`src/rtl/rs485_tx_arbiter.sv`:
```
// Frame-level round-robin arbiter and byte sequencer in front of a 16x-oversampled
// RS485 transmitter. One requester owns the transmitter per frame, followed by a quiet gap.
module rs485_tx_arbiter #(
  parameter int GAP_CYC  = 32,
  parameter int START_TO = 16
) (
  input  logic       clk,
  input  logic       rst,
  input  logic       req0_valid,
  input  logic [7:0] req0_data,
  input  logic       req0_last,
  output logic       req0_ready,
  input  logic       req1_valid,
  input  logic [7:0] req1_data,
  input  logic       req1_last,
  output logic       req1_ready,
  output logic [7:0] tx_datain,
  output logic       tx_wrsig,
  input  logic       tx_idle,
  output logic [1:0] grant,
  output logic       frame_done,
  output logic       err
);

  localparam logic [7:0] GAP_LAST = 8'(GAP_CYC - 1);
  localparam logic [7:0] TO_LAST  = 8'(START_TO - 1);

  typedef enum logic [2:0] {IDLE, LOAD, START, BUSY, GAP} state_t;

  state_t     state;
  logic       rr_last;
  logic       owner;
  logic       last_flag;
  logic       retry;
  logic [1:0] pause_cnt;
  logic [7:0] to_cnt;
  logic [7:0] gap_cnt;

  logic       winner;
  logic       own_valid;
  logic [7:0] own_data;
  logic       own_last;

  // With both requesting, whoever did not win last time goes next.
  assign winner    = (req0_valid && req1_valid) ? ~rr_last : req1_valid;
  assign own_valid = owner ? req1_valid : req0_valid;
  assign own_data  = owner ? req1_data  : req0_data;
  assign own_last  = owner ? req1_last  : req0_last;

  always_ff @(posedge clk or posedge rst) begin
    if (rst) begin
      state      <= IDLE;
      rr_last    <= 1'b1;
      owner      <= 1'b0;
      last_flag  <= 1'b0;
      retry      <= 1'b0;
      pause_cnt  <= 2'd0;
      to_cnt     <= 8'd0;
      gap_cnt    <= 8'd0;
      req0_ready <= 1'b0;
      req1_ready <= 1'b0;
      tx_datain  <= 8'd0;
      tx_wrsig   <= 1'b0;
      grant      <= 2'b00;
      frame_done <= 1'b0;
      err        <= 1'b0;
    end else begin
      req0_ready <= 1'b0;
      req1_ready <= 1'b0;
      frame_done <= 1'b0;
      err        <= 1'b0;
      case (state)
        IDLE: begin
          // A busy transmitter may still be finishing a frame started before reset.
          if (!tx_idle && (req0_valid || req1_valid)) begin
            owner   <= winner;
            rr_last <= winner;
            grant   <= winner ? 2'b10 : 2'b01;
            state   <= LOAD;
          end
        end
        LOAD: begin
          if (own_valid) begin
            req0_ready <= ~owner;
            req1_ready <= owner;
            tx_datain  <= own_data;
            last_flag  <= own_last;
            tx_wrsig   <= 1'b1;
            to_cnt     <= 8'd0;
            retry      <= 1'b0;
            state      <= START;
          end
        end
        START: begin
          // After a timeout, wrsig stays low two cycles so the retry is a clean rising edge.
          if (retry) begin
            if (pause_cnt == 2'd0) begin
              tx_wrsig <= 1'b1;
              to_cnt   <= 8'd0;
              retry    <= 1'b0;
            end else begin
              pause_cnt <= pause_cnt - 2'd1;
            end
          end else if (tx_idle) begin
            tx_wrsig <= 1'b0;
            state    <= BUSY;
          end else if (to_cnt == TO_LAST) begin
            err       <= 1'b1;
            tx_wrsig  <= 1'b0;
            retry     <= 1'b1;
            pause_cnt <= 2'd1;
          end else begin
            to_cnt <= to_cnt + 8'd1;
          end
        end
        BUSY: begin
          if (!tx_idle) begin
            if (last_flag) begin
              frame_done <= 1'b1;
              grant      <= 2'b00;
              gap_cnt    <= 8'd0;
              state      <= GAP;
            end else begin
              state <= LOAD;
            end
          end
        end
        GAP: begin
          if (gap_cnt == GAP_LAST) begin
            state <= IDLE;
          end else begin
            gap_cnt <= gap_cnt + 8'd1;
          end
        end
        default: state <= IDLE;
      endcase
    end
  end

endmodule

```
`config.mk`:
```
export PLATFORM = sky130hd
export DESIGN_NAME = rs485_tx_arbiter
export DESIGN_NICKNAME = d
export VERILOG_FILES = /design/src/rtl/rs485_tx_arbiter.sv
export SDC_FILE = /design/constraint.sdc
export NUM_CORES = 1
export LEC_CHECK = 0
export ABC_AREA = 1
export CORE_UTILIZATION = 45
export CTS_CLUSTER_DIAMETER = 60
export DETAILED_ROUTE_END_ITERATION = 8
export GPL_ROUTABILITY_DRIVEN = 0
export HOLD_SLACK_MARGIN = 0.1
export PLACE_DENSITY = 0.7
export REMOVE_ABC_BUFFERS = 1
export SYNTH_ARGS = -nofsm -noshare
export SYNTH_HDL_FRONTEND = slang
export SYNTH_SLANG_ARGS = --single-unit
export TNS_END_PERCENT = 10
```
`constraint.sdc`:
```
create_clock -name clk -period 3.1 [get_ports clk]
set_clock_uncertainty 0.2 [all_clocks]
set_input_delay 0.62 -clock clk [delete_from_list [all_inputs] [get_ports clk]]
set_output_delay 0.62 -clock clk [all_outputs]
set_load 0.01 [all_outputs]
```
* After elaboration in Yosys (flattened, before gate mapping)
Cells that the tools add are included.
** Storage, ports and cells
- Latch bits :: 0
- Bits in writable memories :: 0
- ROM bits :: 0
- Flip-flop bits (word level) :: 40
- Memories kept :: 0
- Input port bits :: 23
** Operators by class
- Equality and inequality tests :: 20
- Shift-type cells :: 0
- Bitwise logic cells :: 2
- Muxes and demuxes :: 52
- Multiply operators :: 0
- Magnitude comparators :: 0
- Divide/modulo/power cells :: 0
- Reduce and logical (&&, ||, !) cells :: 19
- $add $sub $neg :: 3
** Operators with widths (number)
- $mux 8 :: 9
- $pmux 8 s2 :: 2
- $mux 1 :: 22
- $mux 3 :: 7
- $ne 2x2->1 const B :: 9
- $add 8x1->8 const B :: 2
- $mux 2 :: 8
- $reduce_and 4->1 :: 4
- $pmux 3 s5 :: 1
- $ne 3x3->1 const B :: 3
- $eq 8x4->1 const B :: 1
- $eq 8x5->1 const B :: 1
- $reduce_bool 2->1 :: 4
- $eq 3x2->1 const B :: 2
- $reduce_and 2->1 :: 3
- $reduce_and 6->1 :: 1
- $reduce_and 5->1 :: 1
- $ne 4x4->1 const B :: 1
- $pmux 1 s2 :: 2
- $pmux 2 s2 :: 1
- $eq 3x1->1 const B :: 1
- $eq 3x3->1 const B :: 1
- $logic_not 3->1 :: 1
- $logic_and 1x1->1 :: 2
- 6 further kinds :: 7

* Longest topological paths before layout
- Depth after elaboration :: 5
- Gate-level depth with buffers :: 10

* Worst setup path after synthesis
OpenSTA, ideal clock, no wires.
- Path type :: input to register
- Start point :: input tx_idle
- End point :: register owner
- Path buffers :: 1
- Library setup time :: 0.127 ns
- Cell stages on the path :: 6
- Path slack :: 1.489 ns
- Arrival :: 1.284 ns
- Cell sequence :: inv_2 > o21ai_0 > or2_0 > clkbuf_1 > nor2_1 > a21oi_1
** On the way
- Cells in the longest elaborated chain, start to end :: 3
** RTL lines
- start: declaration :: RTL line 19 : input logic tx_idle,
- $logic_not 1->1
- $logic_and 1x1->1 :: RTL line 75 : if (!tx_idle && (req0_valid || req1_valid)) begin
- $reduce_and 2->1 (no line)
- end signal: assignment :: RTL line 76 : owner <= winner;
- end: declaration :: RTL line 32 : logic owner;
Every way passes these cells.
A chain may end at the register's enable or synchronous reset.

* Final worst setup path
- Start point :: input tx_idle
- End point :: register grant[1]
** On the way
- Cells in the longest elaborated chain, start to end :: 4
- Elaborated cells on any way between the ends :: 5
- Classes of those cells :: eq/ne (2); reduce/logical (3)
** RTL lines
- $logic_not 1->1
- $logic_and 1x1->1 :: RTL line 75
- $ne 2x2->1 (no line)
- $reduce_and 4->1 (no line) (*)
- end signal: assignment :: RTL line 78 : grant <= winner ? 2'b10 : 2'b01;
- end: declaration :: RTL line 20 : output logic [1:0] grant,
Mark *: on every way between the ends. The rest lies on a longest branch, timed or not.

==> impl_metrics.json <==
{
  "outcome": "finished, final reports clean",
  "worst_pin_slew_ns": 0.4856,
  "p_clk_share_pct": 15.2,
  "timing.fmax_ghz": 0.4901,
  "wl_met2_microns": 1899,
  "top_layer": "met4",
  "root_buffer": "clkbuf_8",
  "tns_ns": 0,
  "clkTransAtPathRegs_ns": 0.07,
  "cts_made_buffers": 5,
  "synthAdderAreaFrac_pct": 1.728,
  "synth.yosys.seq_area_share_pct": 46.14,
  "finalInstanceArea_sq_um": 2646,
  "p_per_area_nw_per_um2": 808.3,
  "final_cell_mix": "nand2_1, dfrtp_1, nor2_1",
  "synthSimpleGateAreaFrac_pct": 35.37,
  "syn_area_per_cell_sq_um": 7.757,
  "synth_top_family_by_area": "simple AND/OR/NAND/NOR gates",
  "period_minus_slack_ns": 2.040,
  "ys_ff_latch": 40,
  "final_common_cell": "nand2_1",
  "rows": 24,
  "cap_violations": 0,
  "syn_to_final_growth_pct": 21.83,
  "grt_max_degree": 41,
  "slew_headroom_pct": 67.62,
  "coreArea_sq_um": 4504,
  "critPathMaxFanout": 6,
  "fp.dieW_microns": 71.48,
  "wl_met1_microns": 2089,
  "ir_worst_vdd_mv": 0.4459,
  "worstPathArrival_ns": 2.00,
  "slew_violations": 0,
  "intPower_mw": 1.269,
  "switching_share_pct": 40.67,
  "power.total_mw": 2.139,
  "leakage_nw": 1.273,
  "seq_power_share_pct": 41.7,
  "syn_inst": 280,
  "start_util_pct": 48.22,
  "hold_violations": 0,
  "synth.area.mux_share_pct": 0,
  "min_path_cells": 2,
  "startpoint_type": "input port",
  "final_layout_size_suffix_gt1_share_pct": 8.438,
  "wl_microns": 4256,
  "diodes": 0,
  "crit_chain": "clkdlybuf4s50_1 > inv_2 > o21ai_0 > or2_0 > nor2_1 > a21oi_1",
  "cts-htree-levels": 2,
  "cts_tree": "built",
  "timing.final.crit_share_pct": 65.82,
  "drt_pass1_iterations": 4,
  "worstPathRequired_ns": 3.06,
  "crit_cells": 6,
  "dp_hpwl_microns": 3159,
  "grt_pass1_wl_microns": 7659,
  "cts_setup_buffers": 0,
  "p_sw_mw": 0.8698,
  "pwr-share-comb_pct": 43.1,
  "cts_resized": 0,
  "max_stage_delay_ns": 0.52,
  "fin_cells": 372,
  "setup_viol": 0,
  "final_util_pct": 58.75,
  "worstRegToRegCells": 7,
  "crit_slowest_cell": "clkdlybuf4s50_1",
  "ys_warn_count": 0,
  "crit_family": "buffers and inverters",
  "synth_cell_types": 33,
  "die_h_microns": 71.48,
  "viasPerCell": 5.116,
  "placed_area_sq_um": 2565,
  "drc": 0,
  "place_inst": 364,
  "synth_compound_area_share_pct": 9.101,
  "wl_met3_microns": 215,
  "ios": 38,
  "vias": 1903,
  "gr-total-overflow": 0,
  "nets": 345,
  "crit_buf_inv": 2,
  "grt_pass1_vias": 1729,
  "antenna_found_initial": 0,
  "grt_usage_pct": 18.90,
  "drtIter0Drc": 153,
  "rsz0062_at_grt": "false",
  "drtAntennaViolNets": 0,
  "dieArea_sq_um": 5109,
  "wl_per_cell_microns": 11.44,
  "cts.hold.buffers_added": 0,
  "critical_path_class": "in2reg",
  "endpoint_kind": "flop",
  "cts_max_path_buffers": 2,
  "synth_area_sq_um": 2172,
  "cts.sinks": 40,
  "portBuffers": 37,
  "synth-xor-area-share_pct": 0,
  "clock_latency_ns": 0.29,
  "min_path_type": "reg2reg"
}
through the flow:
stage | hold slack, ns | setup WS, ns
floorplan | 0.2395 | 1.364
global placement | 0.2503 | 0.7833
detailed placement | 0.2554 | 0.8122
CTS | 0.2670 | 1.069
global route | 0.2989 | 1.016
finish | 0.2684 | 1.060
flip-flops by register name, summed over array words and instances (netlist names), 2 cells and up:
name       count
state          3
pause_cnt      2
gap_cnt        8
tx_datain      8
to_cnt         8
grant          2
power groups by stage:
stage	combinational, mW	clock [mW]	sequential, mW
floorplan	0.579	0	0.900
global placement	0.916	0	0.896
detailed placement	0.927	0	0.899
CTS	0.932	0.337	0.891
global route	1.05	0.363	0.922
finish	0.922	0.326	0.891
worst register-to-register path, delay by kind of cell (launching register included):
family,cells,cell delay (ns)
AND/OR/NAND/NOR,5,0.75
AO/OA/AOI/OAI,1,0.07
adder cells (fa/ha/maj),1,0.25
flip-flops,1,0.44
cell type report:
cell class	count	area (sq um)
Sequential cell	40	1002
Inverter	31	116.4
Clock inverter	1	5.005
Fill cell	439	1858
Multi-Input combinational cell	203	1003
Timing Repair Buffer	38	377.9
Tap cell	52	65.06
Clock buffer	7	76.32
cell usage after synthesis:
| library cell | count | share of area, % |
|---|---|---|
| nand2_1 | 76 | 13 |
| dfrtp_1 | 39 | 45 |
| nor2_1 | 38 | 6.6 |
| nand3_1 | 30 | 6.9 |
| inv_1 | 27 | 4.7 |
| o21ai_0 | 10 | 2.3 |
| nand4_1 | 9 | 2.6 |
| a31oi_1 | 8 | 2.3 |
| a21oi_1 | 4 | 0.92 |
| ha_1 | 3 | 1.7 |
| inv_2 | 3 | 0.52 |
| nand2_2 | 3 | 0.86 |
| nand2_4 | 3 | 1.6 |
| buf_6 | 2 | 1.0 |
| clkbuf_1 | 2 | 0.35 |
| nor2_4 | 2 | 1.0 |
| nor3_1 | 2 | 0.46 |
| o21ai_1 | 2 | 0.46 |
| o21ai_2 | 2 | 0.81 |
| or2_2 | 2 | 0.58 |
| a21boi_0 | 1 | 0.35 |
| a21oi_4 | 1 | 0.75 |
| a31oi_2 | 1 | 0.58 |
| buf_2 | 1 | 0.23 |
| buf_8 | 1 | 0.69 |
| clkinv_1 | 1 | 0.17 |
| dfstp_2 | 1 | 1.2 |
| nand3b_1 | 1 | 0.35 |
| nor2_2 | 1 | 0.29 |
| nor3_4 | 1 | 0.75 |
| o21bai_1 | 1 | 0.35 |
| o22ai_1 | 1 | 0.29 |
| or2_0 | 1 | 0.29 |
worst paths after layout:
path	startpoint	to	slack, ns
worst max-delay path	tx_idle	grant[1]$_DFFE_PP0P_	1.06
worst min-delay path	rr_last$_DFFE_PP1P_	rr_last$_DFFE_PP1P_	0.27
worst max register to register	to_cnt[0]$_DFFE_PP0P_	pause_cnt[0]$_DFFE_PP0P_	1.32
worst min register to register	rr_last$_DFFE_PP1P_	rr_last$_DFFE_PP1P_	0.27
max in group asynchronous	rst	rr_last$_DFFE_PP1P_	1.80
min in group asynchronous	rst	to_cnt[7]$_DFFE_PP0P_	0.53
cells by family after synthesis:
| group | Yosys count |
|---|---|
| AO/OA/AOI/OAI | 31 |
| adder cells (fa/ha/maj) | 3 |
| buffers and inverters | 37 |
| flip-flops | 40 |
| AND/OR/NAND/NOR | 169 |
layer usage:
metal  GRT usage [%]  up-vias
li1                -      992
met1           26.75      856
met2           28.89       49
met3           5.063        6
met4           5.229        0
met5               0        -
(Power assumes the default switching activity.)
